===== src/rtl/shift_count.sv =====
// rtl/shift_count.sv - iterative CLZ/CTZ counter and normalizer, one binary-search step per cycle
module shift_count (
  input  logic        clk,
  input  logic        rst_n,
  input  logic        in_valid,
  output logic        in_ready,
  input  logic        op,
  input  logic [31:0] a,
  output logic        out_valid,
  input  logic        out_ready,
  output logic [5:0]  count,
  output logic [31:0] norm
);

  typedef enum logic [1:0] {IDLE, BUSY, DONE} state_t;

  state_t      state, state_next;
  logic        op_r;
  logic [31:0] tmp;
  logic [5:0]  cnt;
  logic [2:0]  s;

  logic [5:0]  w;
  logic [31:0] hi_mask, lo_mask;
  logic        window_zero;
  logic [31:0] tmp_step;
  logic [5:0]  cnt_step;
  logic        zero_fix;
  logic [5:0]  cnt_next;

  // The window for step s is the top (CLZ) or bottom (CTZ) 16>>s bits of tmp.
  always_comb begin
    w       = 6'd16 >> s;
    hi_mask = 32'hFFFF0000;
    lo_mask = 32'h0000FFFF;
    case (s)
      3'd0:    begin hi_mask = 32'hFFFF0000; lo_mask = 32'h0000FFFF; end
      3'd1:    begin hi_mask = 32'hFF000000; lo_mask = 32'h000000FF; end
      3'd2:    begin hi_mask = 32'hF0000000; lo_mask = 32'h0000000F; end
      3'd3:    begin hi_mask = 32'hC0000000; lo_mask = 32'h00000003; end
      default: begin hi_mask = 32'h80000000; lo_mask = 32'h00000001; end
    endcase
    window_zero = op_r ? ((tmp & lo_mask) == 32'd0) : ((tmp & hi_mask) == 32'd0);
    tmp_step    = tmp;
    cnt_step    = cnt;
    if (window_zero) begin
      tmp_step = op_r ? (tmp >> w) : (tmp << w);
      cnt_step = cnt + w;
    end
    // After the last step a zero edge bit can only mean the operand was all zeros.
    zero_fix = (s == 3'd4) && (op_r ? !tmp_step[0] : !tmp_step[31]);
    cnt_next = cnt_step + {5'd0, zero_fix};
  end

  always_comb begin
    state_next = state;
    case (state)
      IDLE:    if (in_valid) state_next = BUSY;
      BUSY:    if (s == 3'd4) state_next = DONE;
      DONE:    if (out_ready) state_next = IDLE;
      default: state_next = IDLE;
    endcase
  end

  assign in_ready  = (state == IDLE);
  assign out_valid = (state == DONE);

  always_ff @(posedge clk or negedge rst_n) begin
    if (!rst_n) begin
      state <= IDLE;
      op_r  <= 1'b0;
      tmp   <= 32'd0;
      cnt   <= 6'd0;
      s     <= 3'd0;
      count <= 6'd0;
      norm  <= 32'd0;
    end else begin
      state <= state_next;
      case (state)
        IDLE: begin
          if (in_valid) begin
            op_r <= op;
            tmp  <= a;
            cnt  <= 6'd0;
            s    <= 3'd0;
          end
        end
        BUSY: begin
          tmp <= tmp_step;
          cnt <= cnt_next;
          s   <= s + 3'd1;
          if (s == 3'd4) begin
            count <= cnt_next;
            norm  <= tmp_step;
          end
        end
        default: ;
      endcase
    end
  end

endmodule

===== config.mk =====
export PLATFORM = sky130hd
export DESIGN_NAME = shift_count
export DESIGN_NICKNAME = d
export VERILOG_FILES = /design/src/rtl/shift_count.sv
export SDC_FILE = /design/constraint.sdc
export NUM_CORES = 1
export LEC_CHECK = 0
export CORE_ASPECT_RATIO = 2
export CORE_UTILIZATION = 50
export CTS_CLUSTER_DIAMETER = 80
export CTS_CLUSTER_SIZE = 8
export DETAILED_ROUTE_END_ITERATION = 10
export HOLD_SLACK_MARGIN = 0.15
export PLACE_DENSITY_LB_ADDON = 0.1
export SYNTH_ARGS = -nofsm -noshare
export SYNTH_HDL_FRONTEND = slang
export SYNTH_SLANG_ARGS = --single-unit

===== constraint.sdc =====
create_clock -name clk -period 7.64 [get_ports clk]
set_input_delay 1.528 -clock clk [delete_from_list [all_inputs] [get_ports clk]]
set_output_delay 1.528 -clock clk [all_outputs]
set_load 0.01 [all_outputs]

* After elaboration in Yosys (flattened, before gate mapping)
Cells that the tools add are included.
Word-level totals: flip-flop bits (word level) 82, input bits 37, output and inout bits 40, logic and storage cells 53
Cells by class: $add $sub $neg 3, eq/ne operators 9, shifts and indexed selects 3, mux-type cells 17, bitwise logic cells 2, reduce and logical (&&, ||, !) cells 12
Operators with widths (count):
- 31-bit case mux with 4 select lines | 1
- 32-bit two-way mux | 3
- 32-bit AND | 2
- 32-bit logical NOT | 2
- 16-bit case mux with 4 select lines | 1
- 32-bit case mux with 2 select lines | 1
- 32-bit by 6-bit left shift with 32-bit output | 1
- 32-bit by 6-bit >> shifter with 32-bit output | 1
- 6-bit two-way mux | 2
- 6-bit case mux with 2 select lines | 1
- 6-bit by 1-bit adder with 6-bit output | 1
- 6-bit adder | 1
- 3-bit by 2-bit equality test with 1-bit output, second input constant | 2
- 2-bit two-way mux | 3
- 2-bit case mux with 3 select lines | 1
- 3-bit case mux with 2 select lines | 1
- 2-bit AND reduction | 3
- 5-bit by 3-bit >> shifter with 6-bit output, first input constant | 1
- 2-bit != test, second input constant | 2
- 3-bit by 1-bit adder with 3-bit output, second input constant | 1
- 3-bit by 1-bit equality test with 1-bit output, second input constant | 1
- 3-bit equality test, second input constant | 1
- 3-bit logical NOT | 1
- 3-bit two-way mux | 1
- other kinds (9) | 11

* Logic depth before layout (Yosys ltp)
depth after elaboration 11, gate-level depth with buffers 22, mapped depth without buffers 17

* Least setup slack after synthesis
Ideal clock, no wire load.
path kind flip-flop to flip-flop, start point register s[2], end point register cnt[5], library setup time 0.076 ns, arrival 4.127 ns, data required time 7.564 ns, setup slack 3.436 ns, stages on the path, launching flop included 18, path buffers 6, period minus slack after synthesis 4.204 ns, path through dfrtp_1 -> buf_2 -> clkbuf_1 -> inv_1 -> ha_1 -> buf_2 -> clkinv_1 -> buf_2 -> buf_1 -> buf_1 -> fa_1 -> nand2b_1 -> a2111oi_0 -> a311oi_1 -> nor4b_1 -> o32ai_2 -> or3_1 -> o21ai_1
Between the ends: longest elaborated chain between the ends 11, elaborated cells between the ends (all ways) 25, those cells by class add/sub (2); eq/ne (4); shift (3); mux (8); bitwise (2); reduce/logical (6)
RTL lines:
- from (decl) | RTL line 21 | logic [2:0] s;
- from (signal assigned) | RTL line 91 | s <= s + 3'd1;
- branches (longest 9 deep; another with 32-bit by 6-bit left shift with 32-bit output)
- 6-bit by 1-bit adder with 6-bit output * | RTL line 52 | cnt_next = cnt_step + {5'd0, zero_fix};
- 6-bit case mux with 2 select lines * | RTL line 79 | case (state)
- to (signal assigned) | RTL line 90 | cnt <= cnt_next;
- to (decl) | RTL line 20 | logic [5:0] cnt;
Mark *: on every way between the ends. A chain may end at the register's enable or synchronous reset.

* Worst setup path after layout
Same ends and word-level chain as after synthesis.

==> impl_metrics.yaml <==
run_status:
  status: "complete, no violations"
setup_path:
  cp.required_ns: 7.91
  critPathCapture: "cnt[5]"
  r2r_setup_slack_ns: 2.12
  crit_start: "s[2]"
  critPathKind: "reg -> reg"
  rr_worst_depth: 17
  r2r_start: "s[2]"
  cp-start-kind: "flop"
  cp_max_fo: 71
  critPathCaptureType: "flop"
  arrival_ns: 5.79
  timing.rr.end: "cnt[5]"
timing:
  period_share_pct: 72.2
  slew_headroom_pct: 2.76
  final_max_slew_viol_count: 0
  worst_pin_slew_ns: 1.45
  finalHoldViolCount: 0
  setup_tns_ns: 0
  timing.final.crit_period_ns: 5.52
  setup_viol: 0
  fmax_ghz: 0.181
  fin_skew_ns: 0.00587
  rsz0062_at_grt: "no"
floorplan:
  start_util_pct: 50.9
  die_h_um: 181
  dieArea_um2: 16500
  num_io_pins: 77
  coreArea_um2: 15700
  rows: 65
  die_w_um: 91.4
cts:
  cts_buffer_depth: 2
  postCtsHoldBufs: 0
  clock-sinks: 82
  cts_tree: "done"
  cts_resized: 0
  h-tree-depth: 3
  cts_made_buffers: 9
  insertion_delay_ns: 0.34
  postCtsSetupBuffers: 0
  clk_pin_slew_ns: 0.06
  root_buffer: "clkbuf_16"
hold_path:
  hp-class: "reg -> reg"
placed_design:
  hpwl_um: 27500
  dp_cells: 1169
  gp_congestion: 1.12
  postPlaceCellArea_um2: 8750
  portBuffers: 76
global_routing:
  track_usage_pct: 48.3
  grt_pass1_vias: 8873
  grt_pass1_wl_um: 57800
  met2_usage_pct: 75.6
  busiest_layer: "met2"
  antenna_found_initial: 1
  met3_usage_pct: 10.9
  use_met1_pct: 53.7
  overflow: 0
  grt_max_degree: 72
logic_synthesis:
  ys_types: 79
  syn_area_um2: 7990
  synth.top_cell.area_share_pct: 25.7
  yosysSeqAreaShare_pct: 25.7
  synth.net_count: 1028
  avgSynthCellArea_um2: 8.17
  syn_inst: 979
  synth_area_leader_cell: "dfrtp_1"
  synth_area_leaders: "dfrtp_1 26%, mux4_2 9.3%, o21ai_0 4.3%"
  synth_async_sr_flop_share_pct: 100
  ys_seq_elements: 82
  ys_warn_count: 0
  synthFlopType: "dfrtp_1"
  synth_edf_count: 0
drt:
  via_per_inst: 7.58
  drtPass1Iterations: 6
  routedWlPerCell_um: 32.7
  drc_errors: 0
  wl_um: 38800
  route.vias.total: 8994
  first_iter_violations: 1225
  ant_nets: 0
layout:
  fin_cells: 1186
  layout-drive-gt1-share_pct: 10.9
  area_growth_pct: 13.1
  fin_nets: 1028
  final_area_um2: 9040
job:
  max_cap_violations: 0
## area by class of cell
class	instances	area [um2]
Tap cell	201	251
Clock inverter	3	22.5
Inverter	24	90.1
Fill cell	1460	6650
Sequential cell	82	2050
Timing Repair Buffer	106	983
Antenna cell	1	2.50
Multi-Input combinational cell	756	5370
Clock buffer	13	270
## worst min path at each step
stage,endpoint,startpoint,slack (ns),cells past startpoint
finish,count[0],count[0],0.47,2
global route,norm[5],norm[5],0.50,1
CTS,count[0],count[0],0.48,2
detailed placement,count[0],count[0],0.46,2
global placement,count[0],count[0],0.46,2
floorplan,cnt[5],cnt[5],0.50,2
## worst max-delay path, stage by stage, from the launching register on
cell	delay (ns)
dfrtp_1	0.32
buf_4	0.47
inv_1	0.26
ha_2	0.26
buf_4	0.36
o31a_1	0.41
nor4_2	0.53
or2_1	0.77
nand4_1	0.17
o21ai_0	0.20
o221a_2	0.26
ha_1	0.22
o311a_1	0.18
inv_1	0.05
nor4b_1	0.33
o32ai_2	0.18
or3_1	0.35
o21ai_1	0.08
## metrics by stage
stage / setup slack, ns / util, % / hold WS, ns
floorplan: 3.44 / - / 0.497
global placement: 2.47 / 55.7 / 0.459
detailed placement: 2.23 / 55.7 / 0.462
CTS: 2.26 / 57.6 / 0.476
global route: 1.79 / 57.6 / 0.497
finish: 2.12 / 57.6 / 0.470
## sequential cells by signal, indices dropped and copies added (netlist names)
| register | flops |
|---|---|
| op_r | 1 |
| cnt | 6 |
| s | 3 |
| tmp | 32 |
| norm | 32 |
| state | 2 |
| count | 6 |
## Yosys cell counts, types with 12 or more instances
cell and instances:
mux2i_1 28, clkbuf_1 77, buf_2 25, a21o_1 13, nand2_1 86, and3_1 16, nand3_1 36, nor2_1 73
a21oi_1 64, a22oi_1 30, o211ai_1 18, mux4_2 33, dfrtp_1 82, o21ai_0 69, inv_1 21, o32ai_1 12
a211oi_1 21, nor3_1 29
## metal layers
layer,vias to the layer above,share of wire [%]
li1,3717,-
met1,4284,32
met2,725,46
met3,268,10
met4,0,12
met5,-,0
## cells in the final DEF, fill, tap and decap left out, drive strengths merged, types with 29 or more instances in the layout
cell type      synthesis  final
nand2                 87     87
dfrtp                 82     82
o21ai                 78     78
clkdlybuf4s50          0     75
nor2                  73     73
a21oi                 65     65
nand3                 36     36
mux4                  33     33
buf                   39     31
a22oi                 30     30
nor3                  29     29
## cell families (layout without fill, tap and decap cells)
| kind of cell | Yosys count | after routing | synth area share, % |
|---|---|---|---|
| AO/OA/AOI/OAI | 350 | 350 | 30.1 |
| buffers and inverters | 141 | 146 | 7.36 |
| XOR/XNOR | 10 | 10 | 1.10 |
| flip-flops | 82 | 82 | 25.7 |
| AND/OR/NAND/NOR | 311 | 311 | 19.3 |
| other | 0 | 1 | 0 |
| multiplexers | 72 | 72 | 14.4 |
| adder cells (fa/ha/maj) | 13 | 13 | 2.10 |
Power is not shown: default switching activity piles up to over one toggle a cycle in this logic, so the estimate is an artifact.
